--- src/rtl/mem_port_arbiter_pkg.sv ---
// Shared definitions for the memory port arbiter:
// read-owner encodings and default widths.
package mem_port_arbiter_pkg;

    localparam int DEF_ADDR_WIDTH = 14;
    localparam int DEF_DATA_WIDTH = 32;
    localparam int DEF_MAX_WAIT   = 4;

    typedef enum logic [1:0] {
        OWNER_NONE  = 2'd0,
        OWNER_DATA  = 2'd1,
        OWNER_FETCH = 2'd2
    } owner_e;

    // Width of a counter that must hold 0..max_wait.
    function automatic int cnt_width(input int max_wait);
        return (max_wait < 1) ? 1 : $clog2(max_wait + 1);
    endfunction

endpackage

--- src/rtl/mem_port_arbiter_if.sv ---
// Requester and RAM-side signals of the memory port arbiter.
// slave = arbiter side, master = requesters plus RAM.
interface mem_port_arbiter_if
    import mem_port_arbiter_pkg::*;
#(
    parameter int ADDR_WIDTH = DEF_ADDR_WIDTH,
    parameter int DATA_WIDTH = DEF_DATA_WIDTH
);
    logic                  upg_mode;

    logic                  ld_req;
    logic [ADDR_WIDTH-1:0] ld_addr;
    logic [DATA_WIDTH-1:0] ld_wdata;
    logic                  ld_gnt;

    logic                  d_req;
    logic                  d_we;
    logic [ADDR_WIDTH-1:0] d_addr;
    logic [DATA_WIDTH-1:0] d_wdata;
    logic                  d_gnt;
    logic                  d_rvalid;
    logic [DATA_WIDTH-1:0] d_rdata;

    logic                  if_req;
    logic [ADDR_WIDTH-1:0] if_addr;
    logic                  if_gnt;
    logic                  if_rvalid;
    logic [DATA_WIDTH-1:0] if_rdata;

    logic                  ram_en;
    logic                  ram_we;
    logic [ADDR_WIDTH-1:0] ram_addr;
    logic [DATA_WIDTH-1:0] ram_wdata;
    logic [DATA_WIDTH-1:0] ram_rdata;

    logic                  stall;

    modport slave (
        input  upg_mode,
        input  ld_req, ld_addr, ld_wdata,
        output ld_gnt,
        input  d_req, d_we, d_addr, d_wdata,
        output d_gnt, d_rvalid, d_rdata,
        input  if_req, if_addr,
        output if_gnt, if_rvalid, if_rdata,
        output ram_en, ram_we, ram_addr, ram_wdata,
        input  ram_rdata,
        output stall
    );

    modport master (
        output upg_mode,
        output ld_req, ld_addr, ld_wdata,
        input  ld_gnt,
        output d_req, d_we, d_addr, d_wdata,
        input  d_gnt, d_rvalid, d_rdata,
        output if_req, if_addr,
        input  if_gnt, if_rvalid, if_rdata,
        input  ram_en, ram_we, ram_addr, ram_wdata,
        output ram_rdata,
        input  stall
    );

endinterface

--- src/rtl/mem_port_arbiter_fetch_wait_counter.sv ---
// Saturating count of consecutive denied fetch cycles;
// at_max promotes fetch over data traffic.
module fetch_wait_counter
    import mem_port_arbiter_pkg::*;
#(
    parameter int MAX_WAIT = DEF_MAX_WAIT
) (
    input  logic clk,
    input  logic rst_n,
    input  logic inc,
    input  logic clr,
    output logic at_max
);
    localparam int W = cnt_width(MAX_WAIT);
    localparam logic [W-1:0] CNT_MAX = W'(MAX_WAIT);

    logic [W-1:0] cnt_q;

    assign at_max = (cnt_q == CNT_MAX);

    // Count denied fetch cycles, hold at the limit, clear on grant or idle.
    always_ff @(posedge clk) begin
        if (!rst_n || clr) begin
            cnt_q <= '0;
        end else if (inc && !at_max) begin
            cnt_q <= cnt_q + W'(1);
        end
    end

endmodule

--- src/rtl/mem_port_arbiter.sv ---
// Single-port RAM arbiter for loader, CPU data and CPU fetch;
// grants one access per cycle and returns read data a cycle later.
module mem_port_arbiter
    import mem_port_arbiter_pkg::*;
#(
    parameter int ADDR_WIDTH = DEF_ADDR_WIDTH,
    parameter int DATA_WIDTH = DEF_DATA_WIDTH,
    parameter int MAX_WAIT   = DEF_MAX_WAIT
) (
    input logic               clk,
    input logic               rst_n,
    mem_port_arbiter_if.slave bus
);
    logic                  at_max;
    logic                  fetch_first;
    logic                  g_ld;
    logic                  g_d;
    logic                  g_if;
    logic [ADDR_WIDTH-1:0] addr_mux;
    logic [DATA_WIDTH-1:0] wdata_mux;
    logic                  we_mux;
    owner_e                owner_q;
    owner_e                owner_d;

    assign fetch_first = at_max & bus.if_req;

    // Mutually exclusive grants; reset and loader mode mask the CPU.
    always_comb begin
        g_ld = 1'b0;
        g_d  = 1'b0;
        g_if = 1'b0;
        if (rst_n) begin
            if (bus.upg_mode) begin
                g_ld = bus.ld_req;
            end else begin
                g_if = bus.if_req & (fetch_first | ~bus.d_req);
                g_d  = bus.d_req & ~fetch_first;
            end
        end
    end

    // Route the winner's request onto the RAM port.
    always_comb begin
        addr_mux  = '0;
        wdata_mux = '0;
        we_mux    = 1'b0;
        unique case (1'b1)
            g_ld: begin
                addr_mux  = bus.ld_addr;
                wdata_mux = bus.ld_wdata;
                we_mux    = 1'b1;
            end
            g_d: begin
                addr_mux  = bus.d_addr;
                wdata_mux = bus.d_wdata;
                we_mux    = bus.d_we;
            end
            g_if: begin
                addr_mux  = bus.if_addr;
            end
            default: ;
        endcase
    end

    assign bus.ld_gnt    = g_ld;
    assign bus.d_gnt     = g_d;
    assign bus.if_gnt    = g_if;
    assign bus.ram_en    = g_ld | g_d | g_if;
    assign bus.ram_we    = we_mux;
    assign bus.ram_addr  = addr_mux;
    assign bus.ram_wdata = wdata_mux;

    assign bus.stall = rst_n &
        ((bus.d_req & ~g_d) | (bus.if_req & ~g_if));

    // Next read owner: only reads leave a response pending.
    always_comb begin
        owner_d = OWNER_NONE;
        if (g_d && !bus.d_we) begin
            owner_d = OWNER_DATA;
        end else if (g_if) begin
            owner_d = OWNER_FETCH;
        end
    end

    // Owner register, reloaded every cycle.
    always_ff @(posedge clk) begin
        if (!rst_n) begin
            owner_q <= OWNER_NONE;
        end else begin
            owner_q <= owner_d;
        end
    end

    assign bus.d_rvalid  = (owner_q == OWNER_DATA);
    assign bus.if_rvalid = (owner_q == OWNER_FETCH);
    assign bus.d_rdata   = bus.ram_rdata;
    assign bus.if_rdata  = bus.ram_rdata;

    fetch_wait_counter #(
        .MAX_WAIT (MAX_WAIT)
    ) u_wait (
        .clk    (clk),
        .rst_n  (rst_n),
        .inc    (bus.if_req & ~g_if),
        .clr    (g_if | ~bus.if_req),
        .at_max (at_max)
    );

endmodule
--- src/flat_wrapper.sv ---
// flat-port wrapper written by rule: the top's interface ports become plain ports
module mem_port_arbiter_flat import mem_port_arbiter_pkg::*;
#(
    parameter int ADDR_WIDTH = DEF_ADDR_WIDTH,
    parameter int DATA_WIDTH = DEF_DATA_WIDTH,
    parameter int MAX_WAIT   = DEF_MAX_WAIT
)
  (clk, rst_n, bus_upg_mode, bus_ld_req, bus_ld_addr, bus_ld_wdata, bus_ld_gnt, bus_d_req, bus_d_we, bus_d_addr, bus_d_wdata, bus_d_gnt, bus_d_rvalid, bus_d_rdata, bus_if_req, bus_if_addr, bus_if_gnt, bus_if_rvalid, bus_if_rdata, bus_ram_en, bus_ram_we, bus_ram_addr, bus_ram_wdata, bus_ram_rdata, bus_stall);
  mem_port_arbiter_if #(.ADDR_WIDTH(ADDR_WIDTH), .DATA_WIDTH(DATA_WIDTH)) bus_i ();
  input logic clk;
  input logic rst_n;
  input wire logic [$bits(bus_i.upg_mode)-1:0] bus_upg_mode;
  input wire logic [$bits(bus_i.ld_req)-1:0] bus_ld_req;
  input wire logic [$bits(bus_i.ld_addr)-1:0] bus_ld_addr;
  input wire logic [$bits(bus_i.ld_wdata)-1:0] bus_ld_wdata;
  output wire logic [$bits(bus_i.ld_gnt)-1:0] bus_ld_gnt;
  input wire logic [$bits(bus_i.d_req)-1:0] bus_d_req;
  input wire logic [$bits(bus_i.d_we)-1:0] bus_d_we;
  input wire logic [$bits(bus_i.d_addr)-1:0] bus_d_addr;
  input wire logic [$bits(bus_i.d_wdata)-1:0] bus_d_wdata;
  output wire logic [$bits(bus_i.d_gnt)-1:0] bus_d_gnt;
  output wire logic [$bits(bus_i.d_rvalid)-1:0] bus_d_rvalid;
  output wire logic [$bits(bus_i.d_rdata)-1:0] bus_d_rdata;
  input wire logic [$bits(bus_i.if_req)-1:0] bus_if_req;
  input wire logic [$bits(bus_i.if_addr)-1:0] bus_if_addr;
  output wire logic [$bits(bus_i.if_gnt)-1:0] bus_if_gnt;
  output wire logic [$bits(bus_i.if_rvalid)-1:0] bus_if_rvalid;
  output wire logic [$bits(bus_i.if_rdata)-1:0] bus_if_rdata;
  output wire logic [$bits(bus_i.ram_en)-1:0] bus_ram_en;
  output wire logic [$bits(bus_i.ram_we)-1:0] bus_ram_we;
  output wire logic [$bits(bus_i.ram_addr)-1:0] bus_ram_addr;
  output wire logic [$bits(bus_i.ram_wdata)-1:0] bus_ram_wdata;
  input wire logic [$bits(bus_i.ram_rdata)-1:0] bus_ram_rdata;
  output wire logic [$bits(bus_i.stall)-1:0] bus_stall;
  assign bus_i.upg_mode = bus_upg_mode;
  assign bus_i.ld_req = bus_ld_req;
  assign bus_i.ld_addr = bus_ld_addr;
  assign bus_i.ld_wdata = bus_ld_wdata;
  assign bus_ld_gnt = bus_i.ld_gnt;
  assign bus_i.d_req = bus_d_req;
  assign bus_i.d_we = bus_d_we;
  assign bus_i.d_addr = bus_d_addr;
  assign bus_i.d_wdata = bus_d_wdata;
  assign bus_d_gnt = bus_i.d_gnt;
  assign bus_d_rvalid = bus_i.d_rvalid;
  assign bus_d_rdata = bus_i.d_rdata;
  assign bus_i.if_req = bus_if_req;
  assign bus_i.if_addr = bus_if_addr;
  assign bus_if_gnt = bus_i.if_gnt;
  assign bus_if_rvalid = bus_i.if_rvalid;
  assign bus_if_rdata = bus_i.if_rdata;
  assign bus_ram_en = bus_i.ram_en;
  assign bus_ram_we = bus_i.ram_we;
  assign bus_ram_addr = bus_i.ram_addr;
  assign bus_ram_wdata = bus_i.ram_wdata;
  assign bus_i.ram_rdata = bus_ram_rdata;
  assign bus_stall = bus_i.stall;
  mem_port_arbiter #(.ADDR_WIDTH(ADDR_WIDTH), .DATA_WIDTH(DATA_WIDTH), .MAX_WAIT(MAX_WAIT)) u_core (.clk(clk), .rst_n(rst_n), .bus(bus_i));
endmodule
--- config.mk ---
export PLATFORM = sky130hd
export DESIGN_NAME = mem_port_arbiter_flat
export DESIGN_NICKNAME = d
export VERILOG_FILES = /design/src/rtl/mem_port_arbiter_pkg.sv /design/src/rtl/mem_port_arbiter_if.sv /design/src/rtl/mem_port_arbiter_fetch_wait_counter.sv /design/src/rtl/mem_port_arbiter.sv /design/src/flat_wrapper.sv
export SDC_FILE = /design/constraint.sdc
export NUM_CORES = 1
export LEC_CHECK = 0
export BUFFER_PORTS_ARGS = -buffer_cell sky130_fd_sc_hd__buf_4
export CAP_MARGIN = 20
export CORE_AREA = 2 2 101 103
export CTS_BUF_LIST = sky130_fd_sc_hd__clkbuf_16
export CTS_CLUSTER_DIAMETER = 50
export CTS_CLUSTER_SIZE = 16
export DETAILED_ROUTE_END_ITERATION = 6
export DIE_AREA = 0 0 103 105
export HOLD_SLACK_MARGIN = 0.02
export PLACE_DENSITY = 0.54
export SKIP_LAST_GASP = 1
export SYNTH_ARGS = -nofsm -noshare
export SYNTH_HDL_FRONTEND = slang
export SYNTH_SLANG_ARGS = --single-unit
--- constraint.sdc ---
create_clock -name clk -period 1.6 [get_ports clk]
set_input_delay 0.16 -clock clk [delete_from_list [all_inputs] [get_ports clk]]
set_output_delay 0.16 -clock clk [all_outputs]
set_load 0.01 [all_outputs]
# Yosys cells after proc, flatten, opt, wreduce, memory -nomap -nowiden
# Cells that the tools add are included.
[totals]
rom_bits = 0
in_bits = 145
latch_bits = 0
wordCells = 42
regBits = 5
mem_bits_rw = 0
n_memories = 0
out_inout_bits = 118
[classes]
bitwise = 17
magnitude_cmp = 0
n_reduce_logical = 7
muxes = 11
n_div = 0
multipliers = 0
n_addsub = 1
n_eq_ne = 3
n_shift = 0
[op_table]
columns = ["op", "count"]
rows = [
  ["case mux 32 bit (2 select lines)", 1],
  ["case mux 14 bit (3 select lines)", 1],
  ["two-way mux 1 bit", 7],
  ["AND 1 bit", 6],
  ["NOT 1 bit", 6],
  ["OR 1 bit", 5],
  ["adder 3 x 1 -> 3 bit (second input constant)", 1],
  ["equality test 3 bit (second input constant)", 1],
  ["logical NOT 1 bit", 3],
  ["equality test 2 x 1 -> 1 bit (second input constant)", 1],
  ["equality test 2 bit (second input constant)", 1],
  ["logical AND 1 bit", 2],
  ["two-way mux 2 bit", 1],
  ["case mux 1 bit (2 select lines)", 1],
  ["OR reduction 2 bit", 1],
  ["logical OR 1 bit", 1],
]

# Depth between registers and ports, before layout
# Gate-level depths: netlist of run 1.
[depth]
word_depth = 10
mapped_depth = 6
mapped_depth_nobuf = 5

# By module
# Synthesis of run 1 repeated with hierarchy kept, for this count alone.
[hier_totals]
hier_cells = 174
area_unflattened_um2 = 1402.6
[by_module_without_submodules]
columns = ["module", "n_inst", "cells_per_inst", "seq_area_each_um2", "area_per_inst_um2"]
rows = [
  ["mem_port_arbiter", 1, 156, 40.0, 1214.9],
  ["fetch_wait_counter", 1, 18, 60.1, 187.7],
]

# Worst setup path after synthesis of run 1
# Ideal clock, no wire load.
[synth_timing]
path_kind = "register to output"
startpoint = "reg u_core.u_wait.cnt_q[0]"
endpoint = "out bus_ram_addr[10]"
t_required_ns = 1.440
stages_incl_launch_ff = 6
path_buffers = 1
arrival_time_ns = 1.478
slack_ns = -0.038
cell_sequence = "dfxtp_1 inv_1 ha_1 a311oi_4 buf_6 a221o_1"
[synth_between]
elab_chain_len = 7
elab_cells_between_ends = 11
cone_classes = "eq/ne (1); mux (5); bitwise (5)"
[synth_rtl]
columns = ["item", "line_no", "source"]
rows = [
  ["from (decl)", "mem_port_arbiter_fetch_wait_counter.sv:17", "logic [W-1:0] cnt_q;"],
  ["from (signal assigned)", "mem_port_arbiter_fetch_wait_counter.sv:26", "cnt_q <= cnt_q + W'(1);"],
  ["equality test 3 bit *", "mem_port_arbiter_fetch_wait_counter.sv:19", "assign at_max = (cnt_q == CNT_MAX);"],
  ["AND 1 bit *", "mem_port_arbiter.sv:25", "assign fetch_first = at_max & bus.if_req;"],
  ["OR 1 bit or NOT 1 bit (tied branches)", "mem_port_arbiter.sv:36, mem_port_arbiter.sv:37", ""],
  ["AND 1 bit (on tied branches)", "mem_port_arbiter.sv:36, mem_port_arbiter.sv:37", ""],
  ["two-way mux 1 bit", "mem_port_arbiter.sv:33", "if (bus.upg_mode) begin"],
  ["two-way mux 1 bit", "mem_port_arbiter.sv:32", "if (rst_n) begin"],
  ["case mux 14 bit (3 select lines) *", "mem_port_arbiter.sv:47", "unique case (1'b1)"],
  ["to (decl)", "flat_wrapper.sv:31", "output wire logic [$bits(bus_i.ram_addr)-1:0] bus_ram_addr;"],
]
# Every way passes the cells marked *; elsewhere a longest branch is shown, timed or not.

# Final worst setup path of run 1
[layout_timing]
startpoint = "reg u_core.u_wait.cnt_q[0]"
endpoint = "out bus_ram_wdata[12]"
[layout_between]
elab_chain_len = 7
[layout_rtl]
columns = ["item", "line_no", "source"]
rows = [
  ["equality test 3 bit", "mem_port_arbiter_fetch_wait_counter.sv:19", ""],
  ["AND 1 bit", "mem_port_arbiter.sv:25", ""],
  ["NOT 1 bit", "mem_port_arbiter.sv:37", "g_d = bus.d_req & ~fetch_first;"],
  ["AND 1 bit", "mem_port_arbiter.sv:37", ""],
  ["two-way mux 1 bit", "mem_port_arbiter.sv:33", ""],
  ["two-way mux 1 bit", "mem_port_arbiter.sv:32", ""],
  ["case mux 32 bit (2 select lines)", "mem_port_arbiter.sv:47", ""],
  ["to (decl)", "flat_wrapper.sv:32", "output wire logic [$bits(bus_i.ram_wdata)-1:0] bus_ram_wdata;"],
]
# Every way passes these cells.

==> results of run 1 <==
layout make-up:
type / instances / area share [%]
Timing Repair Buffer: 173 / 54.7
Tap cell: 133 / 6.88
Clock buffer: 3 / 3.10
Clock inverter: 1 / 0.155
Multi-Input combinational cell: 88 / 30.5
Sequential cell: 5 / 4.29
Inverter: 2 / 0.310
registers in the layout, summed over array words and instances (netlist names):
signal and count:
u_core.owner_q 2, u_core.u_wait.cnt_q 3
worst reg2reg max path, cell delays in order, from the launching register on:
cell and delay (ps):
dfxtp_2 320, inv_2 40, ha_4 170, a311oi_4 320, buf_4 270, and2b_1 140
power by group through the flow:
stage          combinational, mW  clock [mW]  sequential, mW
6_report                   0.518       0.408           0.131
4_1_cts                    0.525       0.416           0.131
3_5_place_dp               0.515           0           0.132
5_1_grt                    0.558       0.422           0.131
2_1_floorplan              0.341           0           0.132
3_3_place_gp               0.513           0           0.132
cell families after synthesis:
logic type                 Yosys count  synth area share (%)
xor gates and xnor gates             1                 0.615
AOI/OAI and AO/OA                   54                  34.8
and+or+nand+nor                     31                  13.3
DFF                                  5                  7.03
buffers and inverters               77                  42.5
adders and majority gates            2                  1.76
cell usage in the layout, fill, tap and decap left out, types with 2 or more instances in the layout:
cell	instances
dfxtp_2	3
a21oi_1	2
buf_12	2
nor3_1	3
a22o_1	32
nand2_1	4
a221o_1	14
inv_2	2
and2_1	13
buf_4	171
clkbuf_16	3
dfxtp_1	2
nor2b_1	2
nor2_1	3
worst min path at each step:
stage / endpoint / slack (ps) / depth (start not counted)
floorplan: u_core.owner_q[1] / 240 / 1
global placement: bus_if_rdata[17] / 320 / 0
detailed placement: bus_if_rdata[17] / 320 / 0
CTS: u_core.owner_q[1] / 200 / 2
global route: u_core.owner_q[1] / 220 / 2
finish: u_core.owner_q[1] / 200 / 2
layer usage:
layer / routed length (um) / vias to the layer above / track usage (%)
li1: - / 760 / -
met1: 1920 / 717 / 9.32
met2: 2760 / 85 / 15.9
met3: 607 / 26 / 1.74
met4: 173 / 0 / 4.14
met5: 0 / - / 0
metrics by stage:
step	power, mW	setup WS, ps	instances
6_report	1.06	-205	405
5_1_grt	1.11	-282	405
4_1_cts	1.07	-216	405
3_5_place_dp	0.647	-38.8	400
3_3_place_gp	0.645	-5.57	400
2_1_floorplan	0.473	59.3	170
cell usage after synthesis, types with 2 or more instances:
master	count	area (um2)
nor2b_1	2	12.5
buf_4	64	480
inv_1	2	7.51
nor2_1	3	11.3
ha_1	2	25.0
buf_6	10	113
and2_1	13	81.3
a22o_1	32	280
a21oi_1	2	10.0
nand2_1	4	15.0
dfxtp_1	5	100
nor3_1	3	15.0
a221o_1	14	140
what timing repair did:
action,in CTS,in global routing
setup endpoints to repair,50,49
buffers inserted,1,0
cloned,0,0
gates resized for setup,7,0
==> reports/qor.txt, run 1 <==
Synth async-reset ratio -> 0%
final worst path period need -> 1810 ps
FF-to-FF Start -> u_core.u_wait.cnt_q[0]
Data arrival, critical path -> 1650 ps
CTS Hold Buffers Added -> 0
CP max FO -> 36
cells after synthesis -> 170
sequential area share after synthesis -> 7.03%
CP Capture Type -> output port
Final setup viols -> 49
Iter 0 DRT Violations -> 36
Register-to-Register Path Depth -> 5
sequential group share of total power -> 12.4%
Num CTS Buffers -> 3
gr ovfl total -> 0
failing checks -> negative setup slack
Area growth, synth to finish -> 69.9%
Final Util -> 25.1%
Sw Ratio -> 25.5%
endpoints failing hold -> 0
Clock transition at path regs -> 30 ps
worst path required time -> 1440 ps
Setup crit end -> bus_ram_wdata[12]
Synth Warn # -> 0
number of synthesized flops with an enable pin -> 0
PD cells -> 437 mW/mm2
first-pass GRT wire length -> 7610 um
internal power -> 0.788 mW
Inserted Diodes -> 0
outcome -> finished with violations
combinational fraction of design power -> 49.0%
Total Routing Usage GR -> 8.71%
Worst setup SP type -> register
WL/cell -> 13.5 um
critical path depth -> 6
main flop type after synthesis -> dfxtp_1
layout cell share with drive strength beyond 1 -> 68.8%
die height -> 105 um
area of the core -> 0.00964 mm2
Worst Skew -> 2.04 ps
Vias/cell -> 3.92
Sw Pwr -> 0.269 mW
relative slew slack -> 66.5%
unrepaired setup endpoints after global routing -> yes
CP Class -> register to output port
setup ws final -> -205 ps
Buf/Inv on CP -> 3
cell family with most CP delay -> compound AO/OA/AOI/OAI gates
CP max stage delay -> 320 ps
Max Root-Sink Buffers -> 2
syn_area_per_cell -> 8.38 um2
Root Buffer Master -> clkbuf_16
fillers -> 1080
worst reg2reg setup slack -> 290 ps
WL final -> 5460 um
vias -> 1588
worst skew pair latency -> 230 ps
fin crit share -> 113%
initial core utilization -> 14.8%
count of cell types in the netlist -> 27
crit path cell chain -> inv_2 > ha_4 > a311oi_4 > buf_12 > a22o_1 > buf_4
maxcap violations -> 0
die area -> 0.0108 mm2
sequential cell area -> 104 um2
worst slew pin tran -> 503 ps
worst hold slack -> 197 ps
Final Wtd Congestion -> 0.763
drt first pass iters -> 4
htree depth -> 1
Lkg Pwr -> 1.24 nW
Die W -> 103 um
CTS tree -> done
DRC -> 0
Top-Level Pins -> 263
row cnt -> 36
initial antenna violation count -> 0
r2r endpoint -> u_core.owner_q[0]
Post-DRT Antenna Nets -> 0
slowest CP cell -> dfxtp_2
Syn Nets -> 317
Synth Register Bits -> 5
fin nets -> 420
largest net degree at the start of global routing -> 50
DP Wirelength -> 4420 um
Area after DPL -> 0.00231 mm2
Peak VDD IR -> 0.577 mV
HP Start -> bus_upg_mode
total negative slack -> -8390 ps
Fmax -> 554 MHz
Port Buffers -> 166
post-route cell area -> 0.00242 mm2
vias in the first global route -> 1585
HP Class -> input pin to register
Sink Count -> 5
final count of pins violating max slew -> 0
Critical path origin -> u_core.u_wait.cnt_q[0]
Multi-input gate area -> 738 um2
mapped cell area -> 0.00142 mm2
clock group share of total power -> 38.6%
No activity file was read; power rests on OpenSTA's default activity.
==> run 2, diff against run 1 <==
Settings changed: CELL_PAD_IN_SITES_DETAIL_PLACEMENT set to 0, CELL_PAD_IN_SITES_GLOBAL_PLACEMENT set to 1, CORE_AREA 2 2 101 103 to unset, CORE_MARGIN set to 2, CORE_UTILIZATION set to 13, DIE_AREA 0 0 103 105 to unset, PLACE_DENSITY 0.54 to 0.83, SLEW_MARGIN set to 20.
==> reports/qor.txt, run 2 (same netlist as run 1, synthesis figures left out) <==
DRC -> 0 (unchanged)
final count of pins violating max slew -> 0 (unchanged)
Regs by FF count -> u_core.u_wait.cnt_q x3, u_core.owner_q x2 (unchanged)
vias -> 1620 (was 1588)
worst path required time -> 1440 ps (about the same)
CTS tree -> done (unchanged)
Total Routing Usage GR -> 9.10% (was 8.71%)
wl on met1 -> 2470 um (was 1920 um)
internal power -> 0.806 mW (was 0.788 mW)
Area growth, synth to finish -> 77.2% (was 69.9%)
row cnt -> 38 (was 36)
initial core utilization -> 13.3% (was 14.8%)
Largest register FFs -> 3 (unchanged)
htree depth -> 1 (unchanged)
Sw Ratio -> 25.6% (was 25.5%)
DR top layer -> met4 (unchanged)
first-pass GRT wire length -> 8420 um (was 7610 um)
setup ws final -> -245 ps (was -205 ps)
failing checks -> negative setup slack (unchanged)
Vias/cell -> 3.88 (was 3.92)
largest reg by FF count -> u_core.u_wait.cnt_q (unchanged)
initial antenna violation count -> 0 (unchanged)
highest-count cells in the layout ignoring fill and taps -> buf_4, a22o_1, a221o_1, and2_1 (was buf_4, a22o_1, a221o_1, and2_1, nand2_1)
Top-Level Pins -> 263 (unchanged)
CP Capture Type -> output port (unchanged)
PD cells -> 429 mW/mm2 (was 437 mW/mm2)
Root Buffer Master -> clkbuf_16 (unchanged)
layout cell share with drive strength beyond 1 -> 69.0% (was 68.8%)
Die W -> 109 um (was 103 um)
Iter 0 DRT Violations -> 62 (was 36)
fin crit share -> 115% (was 113%)
Post-DRT Antenna Nets -> 0 (unchanged)
Sw Pwr -> 0.277 mW (was 0.269 mW)
Clock transition at path regs -> 40 ps (was 30 ps)
area of the core -> 0.0107 mm2 (was 0.00964 mm2)
die area -> 0.0118 mm2 (was 0.0108 mm2)
sequential group share of total power -> 12.1% (was 12.4%)
outcome -> finished with violations (unchanged)
worst hold slack -> 219 ps (was 197 ps)
worst skew pair latency -> 230 ps (about the same)
Worst setup SP type -> register (unchanged)
fillers -> 1187 (was 1080)
vias in the first global route -> 1528 (was 1585)
Sink Count -> 5 (unchanged)
maxcap violations -> 0 (unchanged)
Port Buffers -> 166 (unchanged)
combinational fraction of design power -> 50.7% (was 49.0%)
WL met2 -> 2930 um (was 2760 um)
relative slew slack -> 65.2% (was 66.5%)
Max Root-Sink Buffers -> 2 (unchanged)
WL final -> 6190 um (was 5460 um)
worst slew pin tran -> 523 ps (was 503 ps)
Fmax -> 542 MHz (was 554 MHz)
worst reg2reg setup slack -> 240 ps (was 290 ps)
endpoints failing hold -> 0 (unchanged)
Peak VDD IR -> 0.459 mV (was 0.577 mV)
Final setup viols -> 49 (unchanged)
Num CTS Buffers -> 3 (unchanged)
sequential cell area -> 103 um2 (was 104 um2)
Lkg Pwr -> 1.29 nW (was 1.24 nW)
DP Wirelength -> 4850 um (was 4420 um)
Multi-input gate area -> 731 um2 (was 738 um2)
CP Class -> register to output port (unchanged)
fin nets -> 425 (was 420)
commonest non-fill, non-tap cell in the layout -> buf_4 (unchanged)
metal3 WL -> 638 um (was 607 um)
drt first pass iters -> 4 (unchanged)
largest net degree at the start of global routing -> 50 (unchanged)
die height -> 109 um (was 105 um)
overall power -> 1.08 mW (was 1.06 mW)
CTS Hold Buffers Added -> 0 (unchanged)
Worst Skew -> 3.96 ps (was 2.04 ps)
WL/cell -> 14.9 um (was 13.5 um)
Final Wtd Congestion -> 0.726 (was 0.763)
HP Class -> input pin to register (unchanged)
Inserted Diodes -> 0 (unchanged)
clock group share of total power -> 37.2% (was 38.6%)
Data arrival, critical path -> 1690 ps (was 1650 ps)
unrepaired setup endpoints after global routing -> yes (unchanged)
final worst path period need -> 1850 ps (was 1810 ps)
CP max FO -> 15 (was 36)
gr ovfl total -> 0 (unchanged)
==> run 2: cell count changes in the layout (fill, tap and decap cells not counted), sizes merged <==
| cell | change |
|---|---|
| buf | +5 |
==> run 2: worst paths after layout <==
kind / start / endpoint / depth (start not counted)
max reg2reg: u_core.u_wait.cnt_q[0] / u_core.owner_q[0] / 6
max: u_core.u_wait.cnt_q[1] / bus_ram_addr[3] / 7
min reg2reg: u_core.u_wait.cnt_q[2] / u_core.u_wait.cnt_q[2] / 2
min: bus_upg_mode / u_core.owner_q[1] / 2
==> run 2: worst max-delay path, stage by stage, from the launching register on <==
cell	delay [ps]
dfxtp_2	310
inv_2	70
ha_4	160
a311oi_4	110
buf_4	170
buf_12	140
a221o_1	350
buf_4	150
==> run 2: cell type report <==
cell class	instances	area share (%)
clock inverters	1	0.149
clock buffers	3	2.97
repair buffers	178	56.6
inverters	2	0.297
flip-flops and latches	5	4.07
multi-input cells	88	29.0
well taps	140	6.94
==> run 2: power groups by stage <==
stage	clock network [mW]	logic [mW]	registers [mW]
final	0.403	0.550	0.131
after global routing	0.419	0.587	0.131
after CTS	0.411	0.554	0.131
after detailed placement	0	0.521	0.132
after floorplan	0	0.341	0.132
after global placement	0	0.515	0.132
==> run 2: layer usage <==
layer	up-vias	GRT usage (%)
li1	771	-
met1	744	11.7
met2	87	14.0
met4	0	2.93
met5	-	0
met3	18	3.41
==> run 2: repair_timing <==
item / CTS / global route
gates resized for setup: 14 / 0
cloned: 2 / 0
buffers inserted: 3 / 0
setup endpoints to repair: 49 / 49
pin swaps: 9 / 15
==> run 2: metrics by stage <==
step,util (%),setup slack [ps],setup TNS (ps),cell area (um2),std cells
floorplan,-,59.3,0,1430,170
global placement,21.7,-2.55,-4.98,2330,408
detailed placement,21.7,-56.8,-659,2330,408
CTS,23.5,-275,-12240,2520,417
global route,23.5,-296,-13250,2520,417
finish,23.5,-245,-10340,2520,417
==> run 3, diff against run 2 <==
Settings changed: RECOVER_POWER set to 100.
==> reports/qor.txt, run 3 (same netlist as run 1, synthesis figures left out) <==
Largest register FFs -> 3 (unchanged)
Root Buffer Master -> clkbuf_16 (unchanged)
setup ws final -> -246 ps (was -245 ps)
clock group share of total power -> 37.3% (was 37.2%)
Top-Level Pins -> 263 (unchanged)
Inserted Diodes -> 0 (unchanged)
fin crit share -> 115% (about the same)
die area -> 0.0118 mm2 (unchanged)
unrepaired setup endpoints after global routing -> yes (unchanged)
internal power -> 0.803 mW (was 0.806 mW)
Final setup viols -> 49 (unchanged)
CP Capture Type -> output port (unchanged)
CP max FO -> 15 (unchanged)
vias in the first global route -> 1528 (unchanged)
endpoints failing hold -> 0 (unchanged)
DRC -> 0 (unchanged)
Num CTS Buffers -> 3 (unchanged)
initial core utilization -> 13.3% (unchanged)
Sw Ratio -> 25.7% (was 25.6%)
Sw Pwr -> 0.278 mW (was 0.277 mW)
Iter 0 DRT Violations -> 56 (was 62)
Regs by FF count -> u_core.u_wait.cnt_q x3, u_core.owner_q x2 (unchanged)
CP Class -> register to output port (unchanged)
worst path required time -> 1440 ps (about the same)
worst slew pin tran -> 524 ps (was 523 ps)
Worst Skew -> 3.88 ps (was 3.96 ps)
largest net degree at the start of global routing -> 50 (unchanged)
final worst path period need -> 1850 ps (about the same)
first-pass GRT wire length -> 8420 um (unchanged)
die height -> 109 um (unchanged)
post-route cell area -> 0.00251 mm2 (was 0.00252 mm2)
drt first pass iters -> 4 (unchanged)
fin nets -> 425 (unchanged)
htree depth -> 1 (unchanged)
HP Class -> input pin to register (unchanged)
CTS Hold Buffers Added -> 0 (unchanged)
Data arrival, critical path -> 1690 ps (about the same)
Final Wtd Congestion -> 0.726 (unchanged)
vias -> 1616 (was 1620)
layout cell share with drive strength beyond 1 -> 67.5% (was 69.0%)
Die W -> 109 um (unchanged)
Worst setup SP type -> register (unchanged)
DP Wirelength -> 4850 um (unchanged)
PD cells -> 431 mW/mm2 (was 429 mW/mm2)
row cnt -> 38 (unchanged)
relative slew slack -> 65.1% (was 65.2%)
Port Buffers -> 166 (unchanged)
CTS tree -> done (unchanged)
maxcap violations -> 0 (unchanged)
DP Worst Slack -> -56.8 ps (unchanged)
Cells after DPL -> 408 (unchanged)
Post-DRT Antenna Nets -> 0 (unchanged)
Area growth, synth to finish -> 76.2% (was 77.2%)
worst skew pair latency -> 230 ps (about the same)
sequential cell area -> 103 um2 (unchanged)
Clock transition at path regs -> 40 ps (about the same)
final count of pins violating max slew -> 0 (unchanged)
failing checks -> negative setup slack (unchanged)
initial antenna violation count -> 0 (unchanged)
commonest non-fill, non-tap cell in the layout -> buf_4 (unchanged)
WL final -> 6250 um (was 6190 um)
largest reg by FF count -> u_core.u_wait.cnt_q (unchanged)
Max Root-Sink Buffers -> 2 (unchanged)
outcome -> finished with violations (unchanged)
combinational fraction of design power -> 50.6% (was 50.7%)
Total Routing Usage GR -> 9.10% (unchanged)
sequential group share of total power -> 12.1% (about the same)
area of the core -> 0.0107 mm2 (unchanged)
Vias/cell -> 3.88 (about the same)
Peak VDD IR -> 0.459 mV (about the same)
Multi-input gate area -> 731 um2 (unchanged)
WL/cell -> 15.0 um (was 14.9 um)
Area after DPL -> 0.00233 mm2 (unchanged)
overall power -> 1.08 mW (about the same)
Lkg Pwr -> 1.27 nW (was 1.29 nW)
Fmax -> 542 MHz (about the same)
fillers -> 1193 (was 1187)
gr ovfl total -> 0 (unchanged)
Post-Layout Cell Count -> 417 (unchanged)
Sink Count -> 5 (unchanged)
highest-count cells in the layout ignoring fill and taps -> buf_4, a22o_1, a221o_1, and2_1 (unchanged)
[run 3: final cells by class]
class                   instances  area share, %
inverters                       2          0.299
flip-flops and latches          5           4.09
well taps                     140           6.98
clock inverters                 1          0.150
multi-input cells              88           29.1
clock buffers                   3           2.99
repair buffers                178           56.4
[run 3: power by group through the flow]
stage / Combinational, mW / Sequential (mW) / Clock (mW)
2_1_floorplan: 0.341 / 0.132 / 0
3_3_place_gp: 0.515 / 0.132 / 0
3_5_place_dp: 0.521 / 0.132 / 0
4_1_cts: 0.554 / 0.131 / 0.411
5_1_grt: 0.584 / 0.131 / 0.419
6_report: 0.547 / 0.131 / 0.403
[run 3: repair_timing]
item	4_1_cts	5_1_grt
endpoints found under the setup margin	49	49
cloned	2	0
buffers inserted	3	0
resized for setup	14	0
pin swaps	9	15
[run 3: metal layers]
metal / track usage, % / routed length, um / vias up
li1: - / - / 770
met1: 11.7 / 2530 / 744
met2: 14.0 / 2960 / 84
met3: 3.41 / 622 / 18
met4: 2.93 / 147 / 0
met5: 0 / 0 / -
[run 3: worst paths after layout]
| kind | endpoint | from | cells past startpoint | slack, ps |
|---|---|---|---|---|
| hold reg to reg | u_core.u_wait.cnt_q[2] | u_core.u_wait.cnt_q[2] | 2 | 610 |
| setup / recovery | bus_ram_addr[3] | u_core.u_wait.cnt_q[1] | 7 | -250 |
| hold / removal | u_core.owner_q[1] | bus_upg_mode | 2 | 220 |
| setup reg to reg | u_core.owner_q[0] | u_core.u_wait.cnt_q[0] | 6 | 240 |
[run 3: worst max-delay path, stage by stage (launching register included)]
cell and delay (ps):
dfxtp_2 310, inv_2 70, ha_4 160, a311oi_4 110, buf_4 170, buf_12 140
a221o_1 350, buf_4 150
[run 3: per-stage QoR]
step / hold WS, ps / setup TNS [ps] / utilization [%]
after floorplan: 239 / 0 / -
after global placement: 320 / -4.98 / 21.7
after detailed placement: 320 / -659 / 21.7
after CTS: 223 / -12240 / 23.5
after global routing: 233 / -13250 / 23.3
final: 219 / -10480 / 23.3
